File: src/rtl/hdmuxn_rr.sv
// hdmuxn_rr: N-channel to 1 registered mux with ready/valid handshakes.
// MODE=0 arbitrates round-robin from a rotating pointer; MODE=1 grants only the channel named by
// SL. One output register stage, so a granted beat appears on Z one cycle after its transfer.
module hdmuxn_rr #(
   parameter int unsigned WIDTH = 8,
   parameter int unsigned NCH   = 4,
   parameter int unsigned SW    = $clog2(NCH)
) (
   input  logic                 CK,
   input  logic                 RN,
   input  logic [NCH-1:0]       IN_VALID,
   input  logic [NCH*WIDTH-1:0] IN_DATA,
   output logic [NCH-1:0]       IN_READY,
   input  logic                 MODE,
   input  logic [SW-1:0]        SL,
   output logic [WIDTH-1:0]     Z,
   output logic [SW-1:0]        Z_CH,
   output logic                 Z_VALID,
   input  logic                 Z_READY
);

   // Pointer width only needs to span the channel count; SW may be wider.
   localparam int unsigned PW = $clog2(NCH);
   localparam logic [PW:0] NCH_W = (PW+1)'(NCH);

   logic [WIDTH-1:0] z_q, z_d;
   logic [SW-1:0]    z_ch_q, z_ch_d;
   logic             z_valid_q, z_valid_d;
   logic [PW-1:0]    ptr_q, ptr_d;

   logic             load_en;
   logic [2*NCH-1:0] vld_dbl;
   logic [NCH-1:0]   vld_rot;
   logic [PW-1:0]    rr_off;
   logic [PW:0]      rr_sum;
   logic [PW-1:0]    rr_idx;
   logic [PW:0]      ptr_inc;
   logic             rr_any;
   logic [NCH-1:0]   gnt_vec;
   logic [SW-1:0]    gnt_idx;
   logic [WIDTH-1:0] gnt_data;
   logic             xfer;

   assign load_en = !z_valid_q || Z_READY;

   // Round-robin search: rotate valids so the pointer channel sits at bit 0, take the lowest set
   // bit, then map the offset back to an absolute channel index.
   always_comb begin
      vld_dbl = {IN_VALID, IN_VALID} >> ptr_q;
      vld_rot = vld_dbl[NCH-1:0];
      rr_any  = |vld_rot;
      rr_off  = '0;
      for (int k = NCH - 1; k >= 0; k--) begin
         if (vld_rot[k]) rr_off = PW'(k);
      end
      rr_sum = {1'b0, ptr_q} + {1'b0, rr_off};
      if (rr_sum >= NCH_W) rr_sum = rr_sum - NCH_W;
      rr_idx = rr_sum[PW-1:0];
   end

   // Grant selection for both modes; an out-of-range SL matches no channel and grants nothing.
   always_comb begin
      gnt_vec = '0;
      gnt_idx = '0;
      if (MODE) begin
         for (int i = 0; i < NCH; i++) begin
            if (SL == SW'(i)) gnt_vec[i] = IN_VALID[i];
         end
         gnt_idx = SL;
      end else begin
         for (int i = 0; i < NCH; i++) begin
            if (rr_any && (rr_idx == PW'(i))) gnt_vec[i] = 1'b1;
         end
         gnt_idx = SW'(rr_idx);
      end
   end

   // Handshake and data steering; ready is held low during reset and while the output stalls.
   always_comb begin
      IN_READY = (RN && load_en) ? gnt_vec : '0;
      xfer     = |IN_READY;
      gnt_data = '0;
      for (int i = 0; i < NCH; i++) begin
         if (gnt_vec[i]) gnt_data = IN_DATA[i*WIDTH +: WIDTH];
      end
   end

   // Next-state for the output beat and the round-robin pointer.
   always_comb begin
      z_d       = z_q;
      z_ch_d    = z_ch_q;
      z_valid_d = z_valid_q;
      ptr_d     = ptr_q;
      ptr_inc   = {1'b0, rr_idx} + 1'b1;
      if (ptr_inc >= NCH_W) ptr_inc = '0;
      if (xfer) begin
         z_d       = gnt_data;
         z_ch_d    = gnt_idx;
         z_valid_d = 1'b1;
         if (!MODE) ptr_d = ptr_inc[PW-1:0];
      end else if (Z_READY) begin
         z_valid_d = 1'b0;
      end
   end

   // State registers, cleared asynchronously.
   always_ff @(posedge CK or negedge RN) begin
      if (!RN) begin
         z_q       <= '0;
         z_ch_q    <= '0;
         z_valid_q <= 1'b0;
         ptr_q     <= '0;
      end else begin
         z_q       <= z_d;
         z_ch_q    <= z_ch_d;
         z_valid_q <= z_valid_d;
         ptr_q     <= ptr_d;
      end
   end

   assign Z       = z_q;
   assign Z_CH    = z_ch_q;
   assign Z_VALID = z_valid_q;

endmodule

File: config.mk
export PLATFORM = sky130hd
export DESIGN_NAME = hdmuxn_rr
export DESIGN_NICKNAME = d
export VERILOG_FILES = /design/src/rtl/hdmuxn_rr.sv
export SDC_FILE = /design/constraint.sdc
export NUM_CORES = 1
export LEC_CHECK = 0
export CAP_MARGIN = 20
export CELL_PAD_IN_SITES_DETAIL_PLACEMENT = 0
export CELL_PAD_IN_SITES_GLOBAL_PLACEMENT = 1
export CORE_ASPECT_RATIO = 0.75
export CORE_MARGIN = 4
export CORE_UTILIZATION = 27
export CTS_CLUSTER_SIZE = 12
export DETAILED_ROUTE_END_ITERATION = 10
export PLACE_DENSITY_LB_ADDON = 0.1
export SYNTH_ARGS = -nofsm -noshare
export SYNTH_HDL_FRONTEND = slang
export SYNTH_SLANG_ARGS = --single-unit
File: constraint.sdc
create_clock -name CK -period 4.8 [get_ports CK]
set_input_delay 1.44 -clock CK [delete_from_list [all_inputs] [get_ports CK]]
set_output_delay 1.44 -clock CK [all_outputs]
set_load 0.05 [all_outputs]
Word level (Yosys, flattened, before mapping)
Cells that the tools add are included.

operators by class
  eq/ne operators = 6
  order comparisons = 2
  reductions and logical operators = 13
  $add $sub $neg = 3
  multiplexer cells = 23
  bitwise gates (word level) = 1
  shift operators = 1

operators with widths
  kind                 count
  $mux 8               4
  $mux 2               7
  $mux 1               10
  $eq 2x2->1 const B   4
  $mux 4               2
  $reduce_or 4->1      2
  $shr 8x2->4          1
  $ge 3x3->1 const B   2
  $logic_and 1x1->1    5
  $eq 2x1->1 const B   2
  $logic_not 2->1      2
  $add 2x1->3 const B  1
  $add 2x2->3          1
  $reduce_and 2->1     1
  $reduce_bool 2->1    1
  $sub 2x1->2 const B  1
  $logic_not 1->1      1
  $logic_or 1x1->1     1
  $not 1->1            1

storage, ports and cells
  output and inout port bits = 15
  bits in registers = 13
  logic and storage cells = 53
  input port bits = 42

Longest topological paths before layout
Gate-level depths: netlist of the first run.

  depth in word-level cells = 16
  gate-level depth with buffers = 15
  gate-level depth less buffers = 14

Least setup slack after synthesis of the first run
Ideal clock, no wire load.

  path type = input to output
  from = input IN_VALID[2]
  to = output IN_READY[3]
  arrival time = 3.954 ns
  path buffers = 2
  cell stages on the path = 11
  required time = 3.360 ns
  path slack = -0.594 ns
  cells stage by stage = buf_4 > o311ai_0 > o21ai_0 > o221ai_1 > ha_1 > xnor2_1 > xnor2_1 > ha_1 > o2bb2a_1 > clkbuf_1 > nor2_1

between the ends
  cells in the longest elaborated chain, start to end = 13
  elaborated cells on any way between the ends = 15
  classes of those cells = 2 x add/sub; 1 x order compare; 1 x eq/ne; 1 x shift; 8 x mux; 2 x reduce/logical

ends and longest elaborated chain
  what                                              RTL line  source
  start: declaration                                11        input logic [NCH-1:0] IN_VALID,
  $shr 8x2->4 *                                     49        vld_dbl = {IN_VALID, IN_VALID} >> ptr_q;
  $mux 2 (4 in a row)                               54        if (vld_rot[k]) rr_off = PW'(k);
  $add 2x2->3                                       56        rr_sum = {1'b0, ptr_q} + {1'b0, rr_off};
  $ge 3x3->1 / $sub 2x1->2 (equally long branches)  57        if (rr_sum >= NCH_W) rr_sum = rr_sum - NCH_W;
  $mux 2                                            57
  $eq 2x2->1                                        72        if (rr_any && (rr_idx == PW'(i))) gnt_vec[i] = 1'b1;
  $logic_and 1x1->1 *                               72
  $mux 1 *                                          72
  $mux 4 *                                          65        if (MODE) begin
  $mux 4 *                                          80        IN_READY = (RN && load_en) ? gnt_vec : '0;
  end: declaration                                  13        output logic [NCH-1:0] IN_READY,

Every way passes the cells marked *; elsewhere a longest branch is shown, timed or not.

Worst setup path after layout of the first run
  from = input IN_VALID[3]
  to = output IN_READY[3]

between the ends
  cells in the longest elaborated chain, start to end = 13
  elaborated cells on any way between the ends = 16
  classes of those cells = 2 x add/sub; 1 x order compare; 1 x eq/ne; 1 x shift; 9 x mux; 2 x reduce/logical

ends and longest elaborated chain
  what                                              RTL line
  $shr 8x2->4                                       49
  $mux 2 (4 in a row)                               54
  $add 2x2->3                                       56
  $ge 3x3->1 / $sub 2x1->2 (equally long branches)  57
  $mux 2                                            57
  $eq 2x2->1                                        72
  $logic_and 1x1->1                                 72
  $mux 1                                            72
  $mux 4 *                                          65
  $mux 4 *                                          80

Marks and branches as above.

==> results of run 1 <==
## logic make-up after synthesis
kind of cell / after synthesis
simple gates: 63
compound gates: 50
flops: 13
buf+inv: 11
mux: 5
xor+xnor: 3
fa+ha+maj: 2
## state kept, by name, summed over array words and instances, names as in the netlist
signal and count:
ptr_q 2, Z 8, Z_CH 2, Z_VALID 1
## report_power, final
part           leakage [nW]  total (mW)  switching, mW  internal, mW
clock                0.0255       0.103         0.0452        0.0574
sequential            0.165       0.213         0.0555         0.158
combinational         0.703        1.14          0.611         0.530
## critical path: stages
cell and delay [ps]:
clkbuf_2 100, inv_2 50, nand3_1 90, o311ai_2 110, o21ai_1 130, o221ai_2 130, ha_4 210, xnor2_4 130
xnor2_2 220, ha_2 230, o2bb2a_4 170, nor2_4 130, buf_12 150
## what timing repair did
| item | CTS | global route |
|---|---|---|
| buffers inserted | 1 | 1 |
| pin swaps | 11 | 4 |
| endpoints found under the hold margin | 0 | 0 |
| endpoints found under the setup margin | 4 | 4 |
| resized for setup | 23 | 6 |
## worst paths after layout
check	end	slack (ps)	cells after the start
setup / recovery	IN_READY[3]	100	13
hold / removal	Z[7]$_DFFE_PN0P_	480	2
setup reg to reg	Z[2]$_DFFE_PN0P_	1550	13
hold reg to reg	Z[7]$_DFFE_PN0P_	480	2
max in group asynchronous	Z[4]$_DFFE_PN0P_	3000	2
min in group asynchronous	Z[1]$_DFFE_PN0P_	1610	2
## layer usage
layer / wire [microns] / share of wire / vias to the layer above
met4: 56 / 0.011 / 0
li1: - / - / 726
met5: 0 / 0 / -
met3: 272 / 0.054 / 6
met1: 2290 / 0.45 / 740
met2: 2410 / 0.48 / 43
## placed cells by master (no fill, tap or decap), types with 2 or more instances in the layout
cell             instances
nor2_2                   2
a22oi_1                  9
buf_12                   4
nor2b_1                  3
nand2b_1                 4
o21ai_1                  5
nand2_1                 15
mux2i_4                  2
buf_2                    2
clkdlybuf4s50_1         48
o41ai_2                  5
clkbuf_8                 3
o41ai_1                  3
nor2_1                  14
nand2_2                  2
a221oi_1                 8
buf_4                   23
nor2_4                   4
dfrtp_1                 13
nand3_1                 10
o22ai_1                  9
clkbuf_2                 2
## cell type report
class | instances | area share
flip-flops and latches | 13 | 0.145
repair buffers | 80 | 0.341
well taps | 57 | 0.0318
multi-input cells | 123 | 0.460
clock buffers | 3 | 0.0184
clock inverters | 1 | 0.00223
inverters | 1 | 0.00167
## stage by stage
| step | utilization | std cells |
|---|---|---|
| finish | 0.496 | 278 |
| detailed placement | 0.471 | 272 |
| global route | 0.496 | 278 |
| floorplan | - | 147 |
| global placement | 0.471 | 272 |
| CTS | 0.496 | 277 |
==> results.cfg, run 1 <==
[run_status]
outcome = complete, no violations

[synthesis]
syn_area_sq_mm = 0.00128
seq_area_frac_synth = 0.253
synth.area.top_cells = dfrtp_1 25%, o41ai_2 6.3%, nor2_1 5.8%
yosys.area_share.simple = 0.242
synth_fp_nets = 191
synthAdderAreaFrac = 0.0195
yosysWarnings = 0
async_flop_share = 1.00
avgSynthCellArea_sq_um = 8.73
synth-compound-area-share = 0.346
postSynthCellCount = 147
ys_top_cells_by_count = 20 x nor2_1, 17 x nand2_1, 13 x dfrtp_1
synth.most_common_cell = nor2_1
yosys.area.top_type_share = 0.253
synth_mux_area_frac = 0.0634
synthXorXnorAreaFrac = 0.0205
synth_edf_count = 0
synthFlopType = dfrtp_1
synth_top_cell_by_area = dfrtp_1
synth_top_family_by_area = compound AO/OA/AOI/OAI gates
ys_ff_latch = 13
yosysUniqueCellTypes = 43

[timing]
fin_tns_setup_ps = 0
maxSlewHeadroom = 0.419
worst_slew_pin_slew_ps = 872
fin_crit_sh = 0.980
finalSetupViolCount = 0
fin_ws_ps = 96.8
rsz0062_at_grt = no
finalClockSkew_ps = 2.34
hold_viol = 0
slew_violations = 0
whs_ps = 482
fin_crit_ps = 4700
clock.fmax_ghz = 0.213

[clock_network]
htreeDepth = 1
worst_skew_pair.late_latency_ps = 250
cts_num_sinks = 13
cts-root-buf = clkbuf_8
cts_tree = done
cts_buffer_depth = 2
numCtsBuffers = 3
clk_pin_slew_ps = 60
holdBufCountCts = 0

[final_layout]
n_antenna_cell = 0
final_area_sq_mm = 0.00224
num-fill-cells = 438
nets = 266
area_delta_synth_final_pct = 74.7
multi_input_area_sq_mm = 0.00103
final-seq-area_sq_um = 325
drive_above_1_share = 0.321

[floorplan]
start_util = 0.284
ioPinCount = 57
fp.dieW_microns = 87.6
core_area_sq_mm = 0.00452
num_rows = 21
dieArea_sq_mm = 0.00593
fp.dieH_microns = 67.7

[detailed_routing]
drt_iter0_drc = 55
drt-total-wl_microns = 5020
dr.pass1.iters = 4
antenna_left = 0
avgRoutedWirePerCell_microns = 18.1
drc_errors = 0
vias = 1515
vias_per_cell = 5.45

[critical_path]
cp-end-kind = output pin
cp.arrival_ps = 3260
cp-startpoint = IN_VALID[3]
crit_required_ps = 3360
path_class = in -> out
reg2reg_from = ptr_q[1]$_DFFE_PN0P_
critPathLaunchType = primary input
crit_path_max_fanout = 3

[global_routing]
first_global_vias = 1641
use_met1 = 0.224
grt_pass1_wl_microns = 8050
grt_usage = 0.176
antenna_found_initial = 0
use_met3 = 0.0488
grt_max_degree = 18
busiest_layer = met2
overflow = 0
grt_use_met2 = 0.299

[flow_run]
drv_cap = 0

[power_and_ir_drop]
power_density_mw_per_mm2 = 649
irDropWorstVdd_v = 0.000257
power.leakage_nw = 0.894
finalPower_mw = 1.46

[placed_design]
io_buffers = 56
dp.final_hpwl_microns = 3770
dpl_cell_area_sq_mm = 0.00213
place.gp.congestion = 0.790
place_ws_ps = -435

[hold_path]
hold_path.startpoint = Z[7]$_DFFE_PN0P_
hp-class = reg -> reg
No activity file was read; power rests on OpenSTA's default activity.
==> run 2: changes to the inputs <==
GPL_TIMING_DRIVEN = 0   (was not set)
==> run 2 against run 1 <==
- power fell by 1.4%
- worst setup slack got worse by 26 ps
- clock power barely moved
- die area did not move
- wire length fell by 0.48%
- clock skew fell by 0.62 ps
- maximum frequency fell by 0.55%
- register-to-register slack got worse by 220 ps
- clock-buffer cell count did not move
- critical path depth fell by 1
- critical endpoint unchanged
- highest routed layer unchanged
==> results.cfg, run 2 (same netlist as run 1, synthesis figures left out) <==
[run_status]
outcome = complete, no violations

[critical_path]
path_class = in -> out
cp-end-kind = output pin
crit_path_max_fanout = 7
critPathLaunchType = primary input
crit_required_ps = 3360
cp.arrival_ps = 3290

[global_routing]
overflow = 0
use_met1 = 0.227
grt_pass1_wl_microns = 7820
use_met3 = 0.0415
first_global_vias = 1561
grt_usage = 0.172
busiest_layer = met2
grt_max_degree = 16
grt_use_met2 = 0.288
antenna_found_initial = 0

[detailed_routing]
antenna_left = 0
vias = 1496
drt_iter0_drc = 114
drc_errors = 0
vias_per_cell = 5.54
avgRoutedWirePerCell_microns = 18.5
dr.pass1.iters = 4
drt-total-wl_microns = 5000

[final_layout]
largest_reg_flops = 8
layout_commonest_cell = clkdlybuf4s50_1
final-seq-area_sq_um = 325
area_delta_synth_final_pct = 74.0
final_cell_mix = 46 x clkdlybuf4s50_1, 16 x nand2_1, 14 x nor2_1
multi_input_area_sq_mm = 0.00105
nets = 258
n_antenna_cell = 0
drive_above_1_share = 0.296
num-fill-cells = 414

[placed_design]
dp.final_hpwl_microns = 3510
place.gp.congestion = 0.804
io_buffers = 53

[floorplan]
core_area_sq_mm = 0.00452
fp.dieW_microns = 87.6
fp.dieH_microns = 67.7
num_rows = 21
ioPinCount = 57
dieArea_sq_mm = 0.00593
start_util = 0.284

[power_and_ir_drop]
p_clk_frac = 0.074
irDropWorstVdd_v = 0.000257
p_sw_mw = 0.719
power_density_mw_per_mm2 = 643
swShare = 0.501
power_frac_comb = 0.798
power.leakage_nw = 0.882
p_int_mw = 0.717
seqPwrFrac = 0.129
finalPower_mw = 1.44

[clock_network]
cts_num_sinks = 13
holdBufCountCts = 0
numCtsBuffers = 3
clk_pin_slew_ps = 70
htreeDepth = 1
cts_tree = done
cts_buffer_depth = 2
worst_skew_pair.late_latency_ps = 250
cts-root-buf = clkbuf_8

[timing]
maxSlewHeadroom = 0.446
finalSetupViolCount = 0
clock.fmax_ghz = 0.211
worst_slew_pin_slew_ps = 830
whs_ps = 484
fin_crit_ps = 4730
finalClockSkew_ps = 1.72
slew_violations = 0
hold_viol = 0
fin_tns_setup_ps = 0
fin_crit_sh = 0.985
rsz0062_at_grt = yes

[flow_run]
drv_cap = 0

[hold_path]
hp-class = reg -> reg
## run 2: cell count changes in the layout (fill, tap and decap cells not counted), moves of 2 or more
cell / before / now
buf_4: 23 / 10
buf_8: 0 / 3
clkdlybuf4s50_1: 48 / 46
buf_6: 1 / 5
## run 2: routing by layer
metal | vias up | part of all wire
li1 | 705 | -
met1 | 727 | 0.43
met2 | 57 | 0.49
met3 | 7 | 0.068
met4 | 0 | 0.011
met5 | - | 0
## run 2: worst max-delay path, stage by stage
cell and delay [ps]:
buf_12 110, nand2b_4 60, o22ai_2 60, o21ai_1 140
o221ai_1 140, ha_2 260, xnor2_4 290, xnor2_4 180
ha_4 180, o2bb2a_4 170, nor2_4 90, buf_8 150
## run 2: path summary, 6_finish.rpt
check	end	startpoint	cells after the start	slack, ps
worst max-delay path	IN_READY[3]	IN_VALID[1]	12	70
worst min-delay path	Z[3]$_DFFE_PN0P_	Z[3]$_DFFE_PN0P_	2	480
worst max register to register	Z[6]$_DFFE_PN0P_	ptr_q[0]$_DFFE_PN0P_	16	1330
worst min register to register	Z[3]$_DFFE_PN0P_	Z[3]$_DFFE_PN0P_	2	480
max in group asynchronous	Z[4]$_DFFE_PN0P_	RN	1	3010
min in group asynchronous	Z[1]$_DFFE_PN0P_	RN	1	1280
## run 2: cell type report
cell class / instances / area share
buffer: 9 / 0.0415
clock buffer: 3 / 0.0185
clock inverter: 1 / 0.00224
inverter: 1 / 0.00392
multi-input combinational: 123 / 0.472
sequential: 13 / 0.146
tap: 57 / 0.0319
timing repair buffer: 63 / 0.285
## run 2: repair_timing
item                       CTS  global route
buffers inserted             6             4
pin swaps                    8             8
resized for setup           42            31
setup endpoints to repair    4             4
## run 2: power by group through the flow
stage | combinational (mW) | sequential (mW) | clock (mW)
floorplan | 0.593 | 0.315 | 0
global placement | 0.969 | 0.185 | 0
CTS | 1.09 | 0.186 | 0.109
finish | 1.15 | 0.184 | 0.106
detailed placement | 0.980 | 0.186 | 0
global route | 1.23 | 0.193 | 0.113
## run 2: metrics by stage
stage	utilization	setup WS, ps	instance area (sq um)	instances
4_1_cts	0.462	4.59	2090	266
6_report	0.494	70.6	2230	270
2_1_floorplan	-	-21.1	1370	147
3_5_place_dp	0.437	-1560	1980	257
3_3_place_gp	0.437	-1570	1980	257
5_1_grt	0.494	-41.9	2230	270
==> run 3: changes to the inputs <==
CELL_PAD_IN_SITES_DETAIL_PLACEMENT = not set   (was 0)
CELL_PAD_IN_SITES_GLOBAL_PLACEMENT = not set   (was 1)
CORE_UTILIZATION = 38   (was 27)
PLACE_DENSITY = 0.77   (was not set)
PLACE_DENSITY_LB_ADDON = not set   (was 0.1)
SETUP_SLACK_MARGIN = 0.4   (was not set)
==> run 3 against run 2 <==
- the run now ends with negative setup slack left
- sequential share of layout area is 0.49 points lower
- final cell count is 4.1% lower
- wire length is 5.7% higher
- design area is 3.5% higher
- clock skew is 2.4 ps higher
- core utilization is 26 points higher
- critical path depth stayed put
- maximum frequency is 1.7% lower
- worst setup slack worse by 84 ps
- clock power hardly changed
==> results.cfg, run 3 (same netlist as run 1, synthesis figures left out) <==
[critical_path]
slowest_delay_ps = 290
crit_path_max_fanout = 6
worstPathCellList = buf_12 > o311ai_4 > o21ai_1 > o221ai_1 > ha_2 > xnor2_4 > xnor2_4 > ha_4 > o2bb2a_4 > clkbuf_16 > nor2_4 > buf_8
path_class = in -> out
cp-end-kind = output pin
timing.rr.end = Z[2]$_DFFE_PN0P_
r2r_slack_ps = 1520
cpMostUsedCell = xnor2_4
crit_required_ps = 3360
critPathCapture = IN_READY[3]
reg2regPathDepth = 15
critPathLaunchType = primary input
cp.arrival_ps = 3370
cp-startpoint = IN_VALID[2]
reg2reg_from = ptr_q[0]$_DFFE_PN0P_
crit_slowest_cell = ha_2

[detailed_routing]
dr.pass1.iters = 5
drc_errors = 0
drt-total-wl_microns = 5290
antenna_left = 0
vias_per_cell = 6.35
avgRoutedWirePerCell_microns = 20.4
drt_iter0_drc = 127
vias = 1644

[final_layout]
largest_reg_flops = 8
layout_commonest_cell = clkdlybuf4s50_1
n_antenna_cell = 0
layoutNonFillerInstCount = 259
final_cell_mix = 46 x clkdlybuf4s50_1, 15 x nand2_1, 13 x dfrtp_1, 13 x nor2_1, 13 x buf_4
fin_util = 0.749
nets = 266
area_delta_synth_final_pct = 80.0
drive_above_1_share = 0.317
final_area_sq_mm = 0.00231

[floorplan]
dieArea_sq_mm = 0.00438
ioPinCount = 57
fp.dieW_microns = 75.1
start_util = 0.416
num_rows = 17
fp.dieH_microns = 58.3
core_area_sq_mm = 0.00308

[clock_network]
cts_buffer_depth = 2
clk_pin_slew_ps = 70
numCtsBuffers = 3
cts-root-buf = clkbuf_8
cts_num_sinks = 13
htreeDepth = 1
worst_skew_pair.late_latency_ps = 250
cts_tree = done
holdBufCountCts = 0

[run_status]
outcome = finished, violations left
violations = negative setup slack

[placed_design]
io_buffers = 53
place_ws_ps = -1480
dp.final_hpwl_microns = 3620
place.gp.congestion = 0.861
dp_cells = 238
dpl_cell_area_sq_mm = 0.00199

[global_routing]
overflow = 0
grt_usage = 0.239
first_global_vias = 1576
grt_max_degree = 16
antenna_found_initial = 0
grt_pass1_wl_microns = 8070

[timing]
worst_slew_pin_slew_ps = 849
fin_crit_sh = 1.00
fin_crit_ps = 4810
rsz0062_at_grt = yes
clock.fmax_ghz = 0.208
maxSlewHeadroom = 0.432
fin_ws_ps = -13.0
whs_ps = 476
slew_violations = 0
finalSetupViolCount = 1
finalClockSkew_ps = 4.08
hold_viol = 0
fin_tns_setup_ps = -13.0

[hold_path]
hp-class = reg -> reg

[flow_run]
drv_cap = 0

[power_and_ir_drop]
irDropWorstVdd_v = 0.000418
finalPower_mw = 1.59
power.leakage_nw = 0.918
power_density_mw_per_mm2 = 689
==> run 3: final cells by class <==
| type | instances | area (sq um) |
|---|---|---|
| multi-input combinational | 123 | 1070 |
| fill | 212 | 773 |
| timing repair buffer | 70 | 699 |
| sequential | 13 | 325 |
| buffer | 10 | 111 |
| tap | 38 | 47.5 |
| clock buffer | 3 | 41.3 |
| inverter | 1 | 8.76 |
| clock inverter | 1 | 5.00 |
==> run 3: power breakdown <==
| part | switching (mW) | internal, mW |
|---|---|---|
| Clock | 0.0474 | 0.0575 |
| Sequential | 0.0293 | 0.158 |
| Combinational | 0.705 | 0.596 |
| Total | 0.781 | 0.811 |
==> run 3: metal layers <==
layer	part of all wire	vias up	wire, microns	track usage
li1	-	726	-	-
met1	0.40	787	2130	0.344
met2	0.49	112	2590	0.378
met3	0.084	19	444	0.0341
met4	0.023	0	124	0.0558
met5	0	-	0	0
==> run 3: timing repair <==
item,4_1_cts,5_1_grt
setup endpoints to repair,17,4
pin swaps,11,4
buffers inserted,12,5
endpoints found under the hold margin,0,0
resized for setup,58,10
==> run 3: worst max-delay path, delay by kind of cell <==
family	cells	cell delay, ps
fa+ha+maj	2	460
simple gates	1	80
buf+inv	3	410
xor+xnor	2	330
compound gates	4	630
==> run 3: worst min-delay path by stage <==
| stage | startpoint | endpoint | slack, ps | depth (start not counted) |
|---|---|---|---|---|
| 6_report | Z[0]$_DFFE_PN0P_ | Z[0]$_DFFE_PN0P_ | 480 | 2 |
| 5_1_grt | Z_CH[0]$_DFFE_PN0P_ | Z_CH[0]$_DFFE_PN0P_ | 510 | 1 |
| 4_1_cts | Z[0]$_DFFE_PN0P_ | Z[0]$_DFFE_PN0P_ | 480 | 2 |
| 3_5_place_dp | Z[0]$_DFFE_PN0P_ | Z[0]$_DFFE_PN0P_ | 470 | 2 |
| 3_3_place_gp | Z[5]$_DFFE_PN0P_ | Z[5]$_DFFE_PN0P_ | 460 | 2 |
| 2_1_floorplan | ptr_q[1]$_DFFE_PN0P_ | ptr_q[1]$_DFFE_PN0P_ | 610 | 2 |
